### src/rtl/dmem_arbiter.sv
// Two-requester round-robin arbiter and sequencer for a single-ported data memory
// with a registered read port; partial-word stores become read-modify-write.
module dmem_arbiter #(
  parameter int DATA_WIDTH = 32,
  parameter int BE_WIDTH   = DATA_WIDTH / 8
) (
  input  logic                  clk,
  input  logic                  rst,
  input  logic                  r0_valid,
  output logic                  r0_ready,
  input  logic                  r0_we,
  input  logic [BE_WIDTH-1:0]   r0_be,
  input  logic [DATA_WIDTH-1:0] r0_addr,
  input  logic [DATA_WIDTH-1:0] r0_wdata,
  output logic                  r0_rsp,
  output logic [DATA_WIDTH-1:0] r0_rdata,
  input  logic                  r1_valid,
  output logic                  r1_ready,
  input  logic                  r1_we,
  input  logic [BE_WIDTH-1:0]   r1_be,
  input  logic [DATA_WIDTH-1:0] r1_addr,
  input  logic [DATA_WIDTH-1:0] r1_wdata,
  output logic                  r1_rsp,
  output logic [DATA_WIDTH-1:0] r1_rdata,
  output logic                  mem_we,
  output logic [DATA_WIDTH-1:0] mem_a,
  output logic [DATA_WIDTH-1:0] mem_wd,
  input  logic [DATA_WIDTH-1:0] mem_rd
);

  localparam int LANE_BITS = (BE_WIDTH > 1) ? $clog2(BE_WIDTH) : 0;
  localparam logic [DATA_WIDTH-1:0] ADDR_MASK = {DATA_WIDTH{1'b1}} << LANE_BITS;

  typedef enum logic [2:0] {
    IDLE,
    WRITE,
    RD_ADDR,
    RD_DATA,
    RMW_RD,
    RMW_WR
  } state_t;

  state_t                state_reg, state_next;
  // last_reg is both the round-robin pointer and the owner of the transaction in flight
  logic                  last_reg;
  logic [BE_WIDTH-1:0]   be_reg;
  logic [DATA_WIDTH-1:0] addr_reg;
  logic [DATA_WIDTH-1:0] wdata_reg;

  logic [1:0]            req_valid;
  logic [1:0]            req_we;
  logic [BE_WIDTH-1:0]   req_be    [2];
  logic [DATA_WIDTH-1:0] req_addr  [2];
  logic [DATA_WIDTH-1:0] req_wdata [2];

  logic                  grant_valid;
  logic                  grant_id;
  logic [1:0]            ready_vec;
  logic                  rsp_pulse;
  logic [1:0]            rsp_vec;
  logic [DATA_WIDTH-1:0] rdata_vec [2];
  logic [DATA_WIDTH-1:0] merged_wd;

  assign req_valid    = {r1_valid, r0_valid};
  assign req_we       = {r1_we, r0_we};
  assign req_be[0]    = r0_be;
  assign req_be[1]    = r1_be;
  assign req_addr[0]  = r0_addr;
  assign req_addr[1]  = r1_addr;
  assign req_wdata[0] = r0_wdata;
  assign req_wdata[1] = r1_wdata;

  // Arbitration only happens in IDLE; on a tie the requester not served last wins.
  always_comb begin
    grant_valid = 1'b0;
    grant_id    = 1'b0;
    if (!rst && state_reg == IDLE) begin
      if (req_valid == 2'b11) begin
        grant_valid = 1'b1;
        grant_id    = ~last_reg;
      end else if (req_valid[0]) begin
        grant_valid = 1'b1;
        grant_id    = 1'b0;
      end else if (req_valid[1]) begin
        grant_valid = 1'b1;
        grant_id    = 1'b1;
      end
    end
  end

  assign ready_vec = grant_valid ? (2'b01 << grant_id) : 2'b00;
  assign r0_ready  = ready_vec[0];
  assign r1_ready  = ready_vec[1];

  always_comb begin
    state_next = state_reg;
    case (state_reg)
      IDLE: begin
        if (grant_valid) begin
          if (!req_we[grant_id]) begin
            state_next = RD_ADDR;
          end else if (req_be[grant_id] == '1 || req_be[grant_id] == '0) begin
            state_next = WRITE;
          end else begin
            state_next = RMW_RD;
          end
        end
      end
      WRITE:   state_next = IDLE;
      RD_ADDR: state_next = RD_DATA;
      RD_DATA: state_next = IDLE;
      RMW_RD:  state_next = RMW_WR;
      RMW_WR:  state_next = IDLE;
      default: state_next = IDLE;
    endcase
  end

  always_ff @(posedge clk) begin
    if (rst) begin
      state_reg <= IDLE;
      last_reg  <= 1'b1;
      be_reg    <= '0;
      addr_reg  <= '0;
      wdata_reg <= '0;
    end else begin
      state_reg <= state_next;
      if (grant_valid) begin
        last_reg  <= grant_id;
        be_reg    <= req_be[grant_id];
        addr_reg  <= req_addr[grant_id] & ADDR_MASK;
        wdata_reg <= req_wdata[grant_id];
      end
    end
  end

  // Lanes not enabled keep the word returned by the RMW_RD read.
  for (genvar gi = 0; gi < BE_WIDTH; gi++) begin : g_merge
    assign merged_wd[gi*8 +: 8] = be_reg[gi] ? wdata_reg[gi*8 +: 8] : mem_rd[gi*8 +: 8];
  end

  always_comb begin
    mem_we    = 1'b0;
    mem_a     = '0;
    mem_wd    = '0;
    rsp_pulse = 1'b0;
    case (state_reg)
      WRITE: begin
        mem_we    = (be_reg != '0);
        mem_a     = addr_reg;
        mem_wd    = wdata_reg;
        rsp_pulse = 1'b1;
      end
      RD_ADDR, RMW_RD: begin
        mem_a  = addr_reg;
        mem_wd = wdata_reg;
      end
      RD_DATA: begin
        mem_a     = addr_reg;
        mem_wd    = wdata_reg;
        rsp_pulse = 1'b1;
      end
      RMW_WR: begin
        mem_we    = 1'b1;
        mem_a     = addr_reg;
        mem_wd    = merged_wd;
        rsp_pulse = 1'b1;
      end
      default: begin
        mem_we = 1'b0;
      end
    endcase
    // A transaction caught by reset is dropped without touching memory.
    if (rst) begin
      mem_we    = 1'b0;
      mem_a     = '0;
      mem_wd    = '0;
      rsp_pulse = 1'b0;
    end
  end

  for (genvar gi = 0; gi < 2; gi++) begin : g_rsp
    assign rsp_vec[gi]   = rsp_pulse && (last_reg == 1'(gi));
    assign rdata_vec[gi] = (rsp_vec[gi] && state_reg == RD_DATA) ? mem_rd : '0;
  end

  assign r0_rsp   = rsp_vec[0];
  assign r1_rsp   = rsp_vec[1];
  assign r0_rdata = rdata_vec[0];
  assign r1_rdata = rdata_vec[1];

endmodule

### config.mk
export PLATFORM = sky130hd
export DESIGN_NAME = dmem_arbiter
export DESIGN_NICKNAME = d
export VERILOG_FILES = /design/src/rtl/dmem_arbiter.sv
export SDC_FILE = /design/constraint.sdc
export NUM_CORES = 1
export LEC_CHECK = 0
export CORE_AREA = 2 2 120 122
export DETAILED_ROUTE_END_ITERATION = 8
export DIE_AREA = 0 0 122 124
export MAX_ROUTING_LAYER = met4
export PLACE_DENSITY = 0.79
export SKIP_CTS_REPAIR_TIMING = 1
export SYNTH_ARGS = -nofsm -noshare
export SYNTH_HDL_FRONTEND = slang
export SYNTH_SLANG_ARGS = --single-unit
### constraint.sdc
create_clock -name clk -period 5.6 [get_ports clk]
set_clock_uncertainty 0.05 [all_clocks]
set_input_delay 1.12 -clock clk [delete_from_list [all_inputs] [get_ports clk]]
set_output_delay 1.12 -clock clk [all_outputs]
set_load 0.02 [all_outputs]
Yosys cells after proc, flatten, opt, wreduce, memory -nomap -nowiden
Index checks and enable logic that the tools add are counted.
- mux-type cells: 37
- reduce and logical (&&, ||, !) cells: 13
- equality and inequality tests: 8
- shift operators: 1
- $lt $le $gt $ge: 2
- bitwise gates (word level): 2
- operators by type and width (kind ; number):
    $mux W32 ; 11
    $pmux W32 S2 ; 1
    $mux W8 ; 4
    $mux W1 ; 12
    $mux W4 ; 3
    $mux W3 ; 3
    $pmux W3 S3 ; 1
    $eq A3 B2 Y1 const B ; 2
    $eq A3 B3 Y1 const B ; 2
    $logic_and A1 B1 Y1 ; 5
    $reduce_or A5 Y1 ; 1
    $eq A4 B4 Y1 const B ; 1
    $logic_not A4 Y1 ; 1
    $reduce_bool A4 Y1 ; 1
    $reduce_or A4 Y1 ; 1
    $eq A3 B1 Y1 const B ; 1
    $logic_not A3 Y1 ; 1
    $reduce_or A3 Y1 ; 1
    $eq A2 B2 Y1 const B ; 1
    $ge A2 B2 Y1 const B ; 1
    $lt A1 B2 Y1 const B ; 1
    $mux W2 ; 1
    $ne A2 B2 Y1 const B ; 1
    $not A1 Y2 ; 1
    5 further kinds ; 5
- output and inout bits: 133
- logic and storage cells: 68
- input bits: 174
- bits in registers: 70

Logic depth before layout (Yosys ltp)
- word-level depth: 14
- gate-level depth with buffers: 7
- gate-level depth less buffers: 4

Worst setup path after synthesis
No wires, ideal clock.
- kind: input port to output port
- from: input port rst
- to: output port r0_ready
- stages: 4
- arrival time: 2315 ps
- slack: 2115 ps
- required time: 4430 ps
- cells stage by stage: or4_4 > nor2_1 > clkbuf_1 > and2_1
- longest elaborated chain between the ends: 5
- elaborated cells between the ends (all ways): 6
- classes of those cells: shift: 1; mux: 3; reduce/logical: 2
- ends and longest elaborated chain (element ; line ; text):
    start: declaration ; 8 ; input logic rst,
    $logic_not A1 Y1 (*) ; 77 ; if (!rst && state_reg == IDLE) begin
    $logic_and A1 B1 Y1 (*) ; 77 ;
    $mux W1 ; 77 ;
    $shl A1 B1 Y2 ; 91 ; assign ready_vec = grant_valid ? (2'b01 << grant_id) : 2'b00;
    $mux W2 (*) ; 91 ;
    end: declaration ; 10 ; output logic r0_ready,
Every way passes the cells marked *; elsewhere a longest branch is shown, timed or not.

Final worst setup path
- from: register state_reg[2]
- to: output port mem_a[15]
- longest elaborated chain between the ends: 4
- elaborated cells between the ends (all ways): 8
- classes of those cells: eq/ne: 5; mux: 2; reduce/logical: 1
- ends and longest elaborated chain (element ; line ; text):
    start: declaration ; 43 ; state_t state_reg, state_next;
    start signal: assignment ; 126 ; state_reg <= state_next;
    $eq A3 B2 Y1, or another cell as far along ; 146 ; case (state_reg)
    $reduce_or A5 Y1 (no line) (*) ; - ;
    $mux W32 (*) ; 146 ;
    $mux W32 (*) ; 173 ; if (rst) begin
    end: declaration ; 26 ; output logic [DATA_WIDTH-1:0] mem_a,
Marks and branches as above.

==> impl_results.md <==
- Status: finished, final reports clean
- Row count: between 40 and 50
- Routed vias: around 5000
- Post-synth ARST share: 0%
- Min cycle time layout: 4.33 ns
- NumNets Final: roughly 1000
- Most frequent cells in the layout: clkdlybuf4s50_1 (299), nor2_1 (70), dfxtp_1 (70)
- Chip height: 124 um
- Port bufs: 300
- Synth top area cells: dfxtp_1 (33%), and2_1 (9.7%), o21ai_0 (7.6%)
- Share of post-route cells with drive strength above 1: around 4.2%
- Post-Route WL: between 15000 and 20000 um
- Vias per inst: around 5.1
- Endpoints failing setup: 0
- Peak supply drop: 0.147 mV
- Setup crit end kind: primary output
- PD cells: 243 nW/um2
- Seq/Total Area, Yosys: between 30% and 40%
- Syn Inst Count: 539
- Maximum clock rate: 231 MHz
- CP Launch Type: register
- Most common cell after layout, fill and taps aside: clkdlybuf4s50_1
- WS Path Type: register to primary output
- Global-route wire length before repair: roughly 25000 um
- WL/cell: 16.8 um
- Rel. slew slack: a little under a third
- Flop2flop setup slack: just over 3 ns
- Final ANT Viol Nets: 0
- Non-Filler Instances: approximately 990
- DR iter-0 viols: between 400 and 500
- Worst Tran Pin Value: approximately 1.0 ns
- Synth top area share: between 30% and 40%
- Starting Density: approximately 30%
- RSZ-0062 raised after global routing: false
- DRT Pass-1 Iters: 4
- Seq cells post-synth: 70
- Core area: about 14000 um2
- Worst Hold Class: register to register
- Worst Slack Setup Final: approximately 1.3 ns
- Crit path DAT: approximately 3.2 ns
- Post-Syn Area: around 4200 um2
- Synth warnings: 0
- Longest Clk Path Bufs: 2
- Distinct cells, synth: 37
- Ys flop type: dfxtp_1
- Clk_lat worst skew: about 0.32 ns
- Clock root cell: clkbuf_16
- Largest net degree at the start of global routing: 74
- Post-synth EDFFs: 0
- Clock-pin slew on the worst setup and hold paths: 0.06 ns
- CP required: around 4.4 ns
- Max reg flops: 32
- Crit share post-route: 77.3%
- Setup TNS: 0 ns
- GRT Resource Usage Total: between 20% and 30%
- Post-Syn Area per Cell: around 7.8 um2
- Max Cap Viol: 0
- Grt ovf: 0
- CP Max Fanout: 33
- Synth-to-Final Area Change: 80.7%
- H-tree lvl count: 3
- CTS Buf Count: 9
- Drt drc: 0
- Power, Total: about 1.8 mW
- Final Max Slew Viols: 0
- DP Wirelength: around 12000 um
- Area after DPL: ~7300 um2
- N_diodes: 0
- Die X: 122 um
- Area leader, netlist: dfxtp_1
- TritonCTS clock tree: done
- Routability Congestion: between 0.7 and 0.8
- P_leak: ~2.6 nW
- Die area: 15100 um2
- Antenna violations before repair: 0
- Dpl cells: between 900 and 1000
- Dpl ws: between 1 and 1.5 ns
- Vias in the first global route: between 4000 and 5000
- Hold Violations, Final: 0
- CTS sink count: 70
- Post-layout instance area: approximately 7600 um2
- Ports: about 310
==> worst max-delay path: stages (launching register included) <==
cell and delay [ns]:
dfxtp_1 0.64, or3_1 0.19, buf_4 0.34, nand2_1 0.70
nor2_1 0.30, clkdlybuf4s50_1 0.66
==> cell usage after synthesis (2+ instances only) <==
master,instances
nand3b_1,37
a32oi_1,32
nor4_1,3
or4_1,3
clkbuf_1,40
nor3b_1,3
o21ai_1,7
nor3_1,2
nand2b_1,30
o21a_1,2
o22ai_1,32
mux2i_1,5
o21ai_0,64
and2_1,65
dfxtp_1,70
nor2_1,71
buf_4,2
buf_2,13
nor2b_1,5
o221ai_1,31
nand2_1,6
==> through the flow <==
stage,hold slack (ns),util (%)
2_1_floorplan,0.406,-
3_3_place_gp,0.421,53.0
3_5_place_dp,0.422,53.0
4_1_cts,0.439,55.3
5_1_grt,0.465,55.3
6_report,0.437,55.3
==> worst paths after layout <==
check                                 start                        end  depth (start not counted)
hold reg to reg   wdata_reg[9]$_SDFFE_PP0P_  wdata_reg[9]$_SDFFE_PP0P_                          2
setup / recovery  state_reg[2]$_SDFFE_PP0P_                  mem_a[15]                          5
hold / removal    wdata_reg[9]$_SDFFE_PP0P_  wdata_reg[9]$_SDFFE_PP0P_                          2
setup reg to reg  state_reg[2]$_SDFFE_PP0P_     be_reg[2]$_SDFFE_PP0P_                          5
==> cell type report <==
cell class | instances | area (um2)
Sequential cell | 70 | 1400
Multi-Input combinational cell | 412 | 2570
Fill cell | 1244 | 6130
Clock buffer | 9 | 225
Clock inverter | 7 | 97.6
Tap cell | 180 | 225
Inverter | 1 | 3.75
Timing Repair Buffer | 309 | 3070
==> where the power goes <==
part,switching [mW],internal (mW),total [mW]
sequential,0.0517,0.590,0.642
clock,0.222,0.391,0.613
combinational,0.311,0.279,0.590
total,0.585,1.26,1.85
==> routing by layer <==
layer  track usage [%]  up-vias  part of all wire [%]
met3              5.54       13                   9.1
li1                  -     2517                     -
met1              26.3     2287                    40
met4              5.53        0                   1.1
met2              37.1      225                    50
met5                 -        -                     0
==> cells by family (layout without fill, tap and decap cells) <==
family / Yosys count / after routing / synth area share, %
AO/OA/AOI/OAI: 173 / 173 / 27.9
buffers and inverters: 58 / 326 / 5.93
other: 1 / 2 / 0.0893
flip-flops: 70 / 70 / 33.4
multiplexers: 5 / 5 / 1.19
AND/OR/NAND/NOR: 232 / 232 / 31.5
Note: power is estimated with default switching activity, not from simulation.
